--- src/rtl/alu_seq_pkg.sv ---
// Shared opcodes, FSM state encoding and constants for the ALU command sequencer.
package alu_seq_pkg;

  localparam logic [1:0] OP_ADD = 2'b00;
  localparam logic [1:0] OP_SUB = 2'b01;
  localparam logic [1:0] OP_MUL = 2'b10;
  localparam logic [1:0] OP_DIV = 2'b11;

  localparam logic [15:0] TIMEOUT_ERR_DATA = 16'hFFFF;

  typedef enum logic [3:0] {
    ST_IDLE,
    ST_WAIT_RDY,
    ST_S0,
    ST_S1,
    ST_S2,
    ST_S3,
    ST_S4,
    ST_WAIT_FINAL,
    ST_CAPTURE,
    ST_RESULT
  } state_t;

endpackage

--- src/rtl/alu_seq_result_fmt.sv ---
// Normalises the raw ALU outbus into the 16-bit result word for the given opcode.
module alu_seq_result_fmt
  import alu_seq_pkg::*;
(
  input  logic [1:0]  i_op,
  input  logic [15:0] i_raw,
  output logic [15:0] o_data
);

  always_comb begin
    o_data = i_raw;
    // add/sub leave an 8-bit signed result in the upper byte
    if (i_op == OP_ADD || i_op == OP_SUB) begin
      o_data = {{8{i_raw[15]}}, i_raw[15:8]};
    end
  end

endmodule

--- src/rtl/alu_cmd_sequencer.sv ---
// Turns one valid/ready command into the alu_top byte/start/final protocol and returns a 16-bit result.
// Optional watchdog on WAIT_FINAL is built only when ALU_SEQ_TIMEOUT_EN is defined.
//
// state       | meaning
// IDLE        | cmd_ready high, waiting for a command
// WAIT_RDY    | command latched, waiting for alu_ready
// S0          | start pulse, word0 on inbus
// S1          | word0 held
// S2          | word1 on inbus
// S3, S4      | div only: divisor on inbus for two cycles
// WAIT_FINAL  | last word held until alu_final
// CAPTURE     | outbus sampled and formatted
// RESULT      | res_valid high until res_ready
module alu_cmd_sequencer
  import alu_seq_pkg::*;
#(
  parameter int TIMEOUT_CYCLES = 64
)
(
  input  logic        clk,
  input  logic        rst,
  input  logic        cmd_valid,
  output logic        cmd_ready,
  input  logic [1:0]  cmd_op,
  input  logic [15:0] cmd_a,
  input  logic [7:0]  cmd_b,
  output logic        res_valid,
  input  logic        res_ready,
  output logic [15:0] res_data,
  output logic        res_err,
  output logic [1:0]  alu_op,
  output logic        alu_start,
  output logic [7:0]  alu_inbus,
  input  logic        alu_ready,
  input  logic        alu_final,
  input  logic [15:0] alu_outbus
);

  state_t      r_state;
  state_t      w_next;
  logic [1:0]  r_op;
  logic [15:0] r_a;
  logic [7:0]  r_b;
  logic [15:0] r_res_data;
  logic [15:0] w_fmt;
  logic [7:0]  w_w0;
  logic [7:0]  w_w1;
  logic [7:0]  w_last;
  logic        w_accept;
  logic        w_timeout;

  // Held low while rst is asserted so the reset value of cmd_ready is 0
  assign cmd_ready = (r_state == ST_IDLE) && !rst;
  assign w_accept  = cmd_valid && cmd_ready;

  // The ALU computes word1 - word0, so sub swaps the operands
  assign w_w0   = (r_op == OP_SUB) ? r_b : (r_op == OP_DIV) ? r_a[15:8] : r_a[7:0];
  assign w_w1   = (r_op == OP_SUB || r_op == OP_DIV) ? r_a[7:0] : r_b;
  assign w_last = (r_op == OP_DIV) ? r_b : w_w1;

  assign alu_op    = r_op;
  assign alu_start = (r_state == ST_S0);
  assign res_valid = (r_state == ST_RESULT);
  assign res_data  = r_res_data;

  always_comb begin
    w_next    = r_state;
    alu_inbus = 8'h00;
    case (r_state)
      ST_IDLE:     if (w_accept) w_next = ST_WAIT_RDY;
      ST_WAIT_RDY: if (alu_ready) w_next = ST_S0;
      ST_S0: begin
        alu_inbus = w_w0;
        w_next    = ST_S1;
      end
      ST_S1: begin
        alu_inbus = w_w0;
        w_next    = ST_S2;
      end
      ST_S2: begin
        alu_inbus = w_w1;
        w_next    = (r_op == OP_DIV) ? ST_S3 : ST_WAIT_FINAL;
      end
      ST_S3: begin
        alu_inbus = r_b;
        w_next    = ST_S4;
      end
      ST_S4: begin
        alu_inbus = r_b;
        w_next    = ST_WAIT_FINAL;
      end
      ST_WAIT_FINAL: begin
        alu_inbus = w_last;
        if (alu_final)      w_next = ST_CAPTURE;
        else if (w_timeout) w_next = ST_RESULT;
      end
      ST_CAPTURE: begin
        alu_inbus = w_last;
        w_next    = ST_RESULT;
      end
      ST_RESULT: begin
        alu_inbus = w_last;
        if (res_ready) w_next = ST_IDLE;
      end
      default: w_next = ST_IDLE;
    endcase
  end

  always_ff @(posedge clk) begin
    if (rst) begin
      r_state    <= ST_IDLE;
      r_op       <= 2'b00;
      r_a        <= 16'h0000;
      r_b        <= 8'h00;
      r_res_data <= 16'h0000;
    end else begin
      r_state <= w_next;
      if (w_accept) begin
        r_op <= cmd_op;
        r_a  <= cmd_a;
        r_b  <= cmd_b;
      end
      if (r_state == ST_CAPTURE) begin
        r_res_data <= w_fmt;
      end else if (w_timeout) begin
        r_res_data <= TIMEOUT_ERR_DATA;
      end
    end
  end

`ifdef ALU_SEQ_TIMEOUT_EN
  logic [15:0] r_cnt;
  logic        r_res_err;

  // A final arriving on the last allowed cycle still wins over the abort
  assign w_timeout = (r_state == ST_WAIT_FINAL) && !alu_final &&
                     (r_cnt == 16'(TIMEOUT_CYCLES - 1));
  assign res_err   = r_res_err;

  always_ff @(posedge clk) begin
    if (rst) begin
      r_cnt     <= 16'h0000;
      r_res_err <= 1'b0;
    end else begin
      if (r_state == ST_WAIT_FINAL) r_cnt <= r_cnt + 16'd1;
      else                          r_cnt <= 16'h0000;
      if (w_timeout)                              r_res_err <= 1'b1;
      else if (r_state == ST_RESULT && res_ready) r_res_err <= 1'b0;
    end
  end
`else
  assign w_timeout = 1'b0;
  assign res_err   = 1'b0;
`endif

  alu_seq_result_fmt u_fmt (
    .i_op   (r_op),
    .i_raw  (alu_outbus),
    .o_data (w_fmt)
  );

endmodule

--- config.mk ---
export PLATFORM = sky130hd
export DESIGN_NAME = alu_cmd_sequencer
export DESIGN_NICKNAME = d
export VERILOG_FILES = /design/src/rtl/alu_seq_pkg.sv /design/src/rtl/alu_seq_result_fmt.sv /design/src/rtl/alu_cmd_sequencer.sv
export SDC_FILE = /design/constraint.sdc
export NUM_CORES = 1
export LEC_CHECK = 0
export CORE_ASPECT_RATIO = 1.5
export CORE_MARGIN = 4
export CORE_UTILIZATION = 41
export DETAILED_ROUTE_END_ITERATION = 16
export PLACE_DENSITY = 0.73
export RECOVER_POWER = 25
export SLEW_MARGIN = 15
export SYNTH_ARGS = -nofsm -noshare
export SYNTH_HDL_FRONTEND = slang
export SYNTH_SLANG_ARGS = --single-unit
export TNS_END_PERCENT = 50
--- constraint.sdc ---
create_clock -name clk -period 1.7 [get_ports clk]
set_clock_uncertainty 0.2 [all_clocks]
set_input_delay 0.34 -clock clk [delete_from_list [all_inputs] [get_ports clk]]
set_output_delay 0.34 -clock clk [all_outputs]
set_load 0.01 [all_outputs]
==> impl_metrics.yaml, run 1 <==
outcome:
  status: "complete, but fails checks"
  violations: "negative setup slack"
global_route:
  antenna_found_initial: 0
  grt_max_degree: 53
  grt_usage_pct: 19.0
  grt.overflow.total: 0
  grt_pass1_vias: 2362
  grt_pass1_wl_mm: 10.8
floorplan:
  die_h_um: 101
  initial_core_util_pct: 42.4
  die-area_sq_um: 7020
  rows: 33
  io_pins: 78
  design.core.area_sq_um: 5530
  dieWidth_um: 69.8
clocking:
  numCtsBuffers: 5
  cts-root-buf: "clkbuf_8"
  cts_buffer_depth: 2
  cts_tree: "yes"
  cts.hold.buffers_added: 0
  htree_levels: 2
  cts.sinks: 46
  clk_pin_slew_ns: 0.09
  worstSkewPairLatency_ns: 0.30
critical_path:
  cp_slowest_cell: "or3b_4"
  r2r_setup_slack_ns: -0.12
  cpPeakStageDelay_ns: 0.42
  crit_chain: "buf_6 > or3b_4 > nor2_2 > a21oi_4 > o221ai_2 > buf_2"
  path_max_fanout: 7
  worst_setup_path_end_kind: "output pin"
  startpoint_type: "flop"
  required_ns: 1.16
  crit_arrival_ns: 1.80
  crit_type: "reg2out"
logic_synthesis:
  async_reset_ff_share_pct: 0
  ys_seq_area_share_pct: 39.2
  synth_largest_area_cell: "dfxtp_1"
  syn_area_per_cell_sq_um: 8.44
  synth_commonest_cells: "dfxtp_1, nand2_1, nor2_1"
  synth_flop_cell: "dfxtp_1"
  ys_top_cells_by_area: "dfxtp_1, nand2_1, mux2i_1"
  ys_warn_count: 0
  synth_top_area_share_pct: 39.2
  yosysUniqueCellTypes: 45
  synth_area_sq_um: 2350
  ys_ff_latch: 46
  synth_cells: 278
  synth.most_common_cell: "dfxtp_1"
  synth_edf_count: 0
  synth_fp_nets: 326
finish:
  drive_gt1_share_pct: 29.2
  layout.nets: 424
  final_cell_area_sq_um: 3660
  area_delta_synth_final_pct: 56.0
  n_antenna_cell: 0
power_and_ir_drop:
  irDropWorstVdd_uv: 582
  power_w: 0.00269
  cellLeakagePower_nw: 1.39
  pwr_density_cell_nw_per_um2: 735
sta:
  finalWorstSetupSlack_ns: -0.636
  fmax_mhz: 428
  hold_slack_ns: 0.280
  period_share_pct: 137
  finalCriticalPeriod_ns: 2.34
  hold_viol: 0
  rsz0062_at_grt: "true"
  setup_viol: 27
  maxSlewViolCount: 0
route:
  via_per_inst: 5.25
  wirelength_mm: 6.66
  num_vias: 2345
  wl_per_cell_um: 14.9
  drc: 0
  final_antenna_net_count: 0
  dr.first_iter.drc_count: 85
  drt-pass1-iter-count: 4
placed_design:
  io_buffers: 76
  dp_slack_ns: -0.728
  hpwl_mm: 4.66
  gp_congestion: 0.842
  dpl-instance-area_sq_um: 3410
hold_path:
  hp-class: "reg2reg"
run:
  cap_violations: 0
through the flow:
| step | setup TNS, ns | util, % | std cells |
|---|---|---|---|
| floorplan | -1.15 | - | 278 |
| global placement | -22.91 | 61.6 | 436 |
| detailed placement | -23.46 | 61.6 | 436 |
| CTS | -7.23 | 65.1 | 445 |
| global route | -10.11 | 66.2 | 447 |
| finish | -7.24 | 66.2 | 447 |
state kept, by name, summed over array words and instances, names as in the netlist:
signal,cells
res_data,16
alu_op,2
r_a,16
r_state,4
r_b,8
cell families after synthesis:
logic type	count (synthesis)	synth area share, %
AO/OA/AOI/OAI	81	25.5
multiplexers	13	5.54
other	1	0.160
buffers and inverters	38	8.05
AND/OR/NAND/NOR	99	21.5
flip-flops	46	39.2
critical path: cells and delay by family, from the launching register on:
family | cells | cell delay [ns]
compound gates | 2 | 0.24
buf+inv | 2 | 0.29
flops | 1 | 0.41
simple gates | 2 | 0.57
where the power goes:
group / internal, W / leakage, nW / switching [W]
sequential: 0.00115 / 0.378 / 0.0000556
combinational: 0.000420 / 0.968 / 0.000375
clock: 0.000290 / 0.0441 / 0.000401
total: 0.00186 / 1.39 / 0.000831
cell usage in the layout, fill, tap and decap left out, drive strengths merged, types with 2 or more instances in the layout:
cell type,Yosys,routed
o221ai,7,7
nand3b,2,2
nor2,26,26
nand4b,2,2
dfxtp,46,46
mux2i,13,13
o21ai,19,19
clkinv,0,2
a221oi,2,2
nand2,36,36
nor3,2,2
o31ai,9,9
a21oi,16,16
a211oi,18,18
clkdlybuf4s50,0,46
clkbuf,8,5
or4b,2,2
nand2b,18,18
a221o,3,3
a21o,2,2
buf,18,51
or3b,2,2
dlygate4sd2,0,19
inv,12,12
nor4,3,3
or2,2,2
layout make-up:
| type | instances | area (sq um) |
|---|---|---|
| fillers | 473 | 1870 |
| multi-input cells | 194 | 1400 |
| repair buffers | 117 | 1100 |
| flip-flops and latches | 46 | 938 |
| well taps | 70 | 87.6 |
| clock buffers | 5 | 68.8 |
| inverters | 12 | 45.0 |
| clock inverters | 3 | 21.3 |
final timing paths:
check / from / to / depth (start not counted)
hold / removal: r_a[10] / r_a[10] / 2
setup reg to reg: r_state[3] / res_data[2] / 7
hold reg to reg: r_a[10] / r_a[10] / 2
setup / recovery: r_state[1] / alu_inbus[4] / 6
what timing repair did:
item	CTS	global route
hold endpoints to repair	0	0
endpoints found under the setup margin	71	56
pin swaps	8	5
gates cloned	1	0
gates resized for setup	99	16
setup buffers	2	2
per-layer routing:
layer / wire (um) / GRT usage (%) / vias to the layer above
met2: 3610 / 35.5 / 49
met5: 0 / 0 / -
met3: 279 / 4.59 / 9
met1: 2670 / 20.5 / 1109
met4: 103 / 6.78 / 0
li1: - / - / 1178
(Power assumes the default switching activity.)
==> inputs of run 2 (changes only) <==
--- a/config.mk
+++ b/config.mk
@@ -5,9 +5,11 @@
 export SDC_FILE = /design/constraint.sdc
 export NUM_CORES = 1
 export LEC_CHECK = 0
+export CAP_MARGIN = 15
 export CORE_ASPECT_RATIO = 1.5
 export CORE_MARGIN = 4
 export CORE_UTILIZATION = 41
+export CTS_CLUSTER_SIZE = 12
 export DETAILED_ROUTE_END_ITERATION = 16
 export PLACE_DENSITY = 0.73
 export RECOVER_POWER = 25
==> results of run 2 <==
Final layout, timing and power as in run 1 (identical DEF).
==> inputs of run 3 (changes only) <==
--- a/config.mk
+++ b/config.mk
@@ -7,8 +7,8 @@
 export LEC_CHECK = 0
 export CAP_MARGIN = 15
 export CORE_ASPECT_RATIO = 1.5
-export CORE_MARGIN = 4
 export CORE_UTILIZATION = 41
+export CTS_BUF_LIST = sky130_fd_sc_hd__clkbuf_4 sky130_fd_sc_hd__clkbuf_8 sky130_fd_sc_hd__clkbuf_16
 export CTS_CLUSTER_SIZE = 12
 export DETAILED_ROUTE_END_ITERATION = 16
 export PLACE_DENSITY = 0.73
==> run 3 against run 2 <==
Effect of this change: the flow still finishes with violations (negative setup slack); flip-flop and latch count stayed put; setup slack worse by 0.053 ns; largest power group unchanged; fmax is 2.2% lower; highest routed layer unchanged.
==> impl_metrics.yaml, run 3 (same netlist as run 1, synthesis figures left out) <==
route:
  dr.first_iter.drc_count: 99
  drt-pass1-iter-count: 4
  wirelength_mm: 8.50
  via_per_inst: 5.56
  num_vias: 2606
  drc: 0
  final_antenna_net_count: 0
  wl_per_cell_um: 18.1
finish:
  final_cell_area_sq_um: 4210
  ff_latch_area_sq_um: 941
  layout.nets: 446
  multi_input_area_sq_um: 1590
  fin_util_pct: 76.7
  final_common_cell: "clkdlybuf4s50_1"
  n_antenna_cell: 0
  mostFrequentLayoutCells: "clkdlybuf4s50_1, dfxtp_1, buf_4"
  area_delta_synth_final_pct: 79.5
  fillCellCount: 364
  drive_gt1_share_pct: 40.6
sta:
  setup_viol: 54
  fmax_mhz: 419
  hold_viol: 0
  tns_ns: -14.80
  period_share_pct: 141
  finalCriticalPeriod_ns: 2.39
  hold_slack_ns: 0.282
  maxSlewViolCount: 0
  rsz0062_at_grt: "true"
  finalWorstSetupSlack_ns: -0.689
critical_path:
  cpPeakStageDelay_ns: 0.43
  regToRegEndpoint: "r_b[3]"
  crit_chain: "buf_6 > or3b_4 > buf_6 > a211oi_2 > a221o_1 > buf_2"
  required_ns: 1.16
  worst_setup_path_end_kind: "output pin"
  r2r_setup_slack_ns: -0.30
  cp_slowest_cell: "or3b_4"
  path_delay_family: "simple AND/OR/NAND/NOR gates"
  path_common_cell: "buf_6"
  crit_buf_inv: 3
  path_max_fanout: 8
  startpoint_type: "flop"
  reg2reg_from: "r_state[2]"
  cp.depth: 6
  crit_type: "reg2out"
  crit_arrival_ns: 1.85
  rr_worst_depth: 11
  crit_start: "r_state[1]"
  crit_end: "alu_inbus[0]"
floorplan:
  die_h_um: 94.7
  design.core.area_sq_um: 5490
  initial_core_util_pct: 42.7
  io_pins: 78
  dieWidth_um: 63.8
  rows: 33
  die-area_sq_um: 6040
hold_path:
  hp-class: "reg2reg"
power_and_ir_drop:
  internal_power_w: 0.00207
  pwr-share-seq_pct: 40.2
  pwr-share-clk_pct: 24.9
  power.net_switching_w: 0.000960
  pwr_density_cell_nw_per_um2: 718
  switching_share_pct: 31.7
  cellLeakagePower_nw: 1.65
  irDropWorstVdd_uv: 547
  p_comb_share_pct: 35.0
clocking:
  numCtsBuffers: 5
  worstSkewPairLatency_ns: 0.31
  cts.sinks: 46
  cts-root-buf: "clkbuf_8"
  htree_levels: 2
  clk_pin_slew_ns: 0.09
  cts_buffer_depth: 2
  cts_tree: "yes"
global_route:
  grt_pass1_wl_mm: 13.3
  grt.overflow.total: 0
  antenna_found_initial: 0
  grt_max_degree: 29
  grt_usage_pct: 28.9
  grt_pass1_vias: 2862
outcome:
  violations: "negative setup slack"
  status: "complete, but fails checks"
placed_design:
  io_buffers: 76
  dpl-instance-area_sq_um: 3420
  gp_congestion: 0.897
  hpwl_mm: 4.58
run:
  cap_violations: 0
-- run 3: power by group through the flow --
stage	combinational [W]	clock [W]	sequential, W
after global routing	0.00112	0.000799	0.00122
after CTS	0.000974	0.000744	0.00120
after detailed placement	0.000676	0	0.00123
after global placement	0.000664	0	0.00123
final	0.00106	0.000752	0.00122
after floorplan	0.000361	0	0.00122
-- run 3: repair_timing --
item	CTS	global route
pin swaps	26	7
gates cloned	7	0
buffers inserted	16	1
setup endpoints to repair	72	55
gates resized for setup	152	39
hold buffers	0	0
-- run 3: metal layers --
metal / vias to the layer above / wire [um] / global-route usage, %
met2: 115 / 4720 / 56.2
met5: - / 0 / 0
met1: 1226 / 2960 / 26.4
met4: 0 / 374 / 18.8
met3: 39 / 443 / 6.28
li1: 1226 / - / -
-- run 3: worst min path at each step --
stage / from / endpoint / slack, ns / cells past startpoint
2_1_floorplan: cmd_op[0] / alu_op[0] / 0.25 / 2
3_3_place_gp: r_a[15] / r_a[15] / 0.26 / 2
6_report: r_a[14] / r_a[14] / 0.28 / 2
3_5_place_dp: r_a[8] / r_a[8] / 0.27 / 2
5_1_grt: r_a[10] / r_a[10] / 0.30 / 2
4_1_cts: r_a[8] / r_a[8] / 0.27 / 2
-- run 3: area by class of cell --
type                    instances  area share (%)
well taps                      70            2.08
repair buffers                139            34.5
clock buffers                   7            2.14
multi-input cells             194            37.6
clock inverters                 1           0.208
inverters                      12            1.07
flip-flops and latches         46            22.3
-- run 3: tightest hold or removal path, stage by stage, from the launching register on --
cell	delay, ns
dfxtp_1	0.32
nand2b_1	0.08
o21ai_2	0.05
-- run 3: through the flow --
step           setup WS [ns]  cells  total power [W]
4_1_cts               -0.625    469          0.00292
2_1_floorplan         -0.159    278          0.00158
3_3_place_gp          -0.744    438          0.00189
3_5_place_dp          -0.785    438          0.00191
6_report              -0.689    469          0.00303
5_1_grt               -0.729    469          0.00313
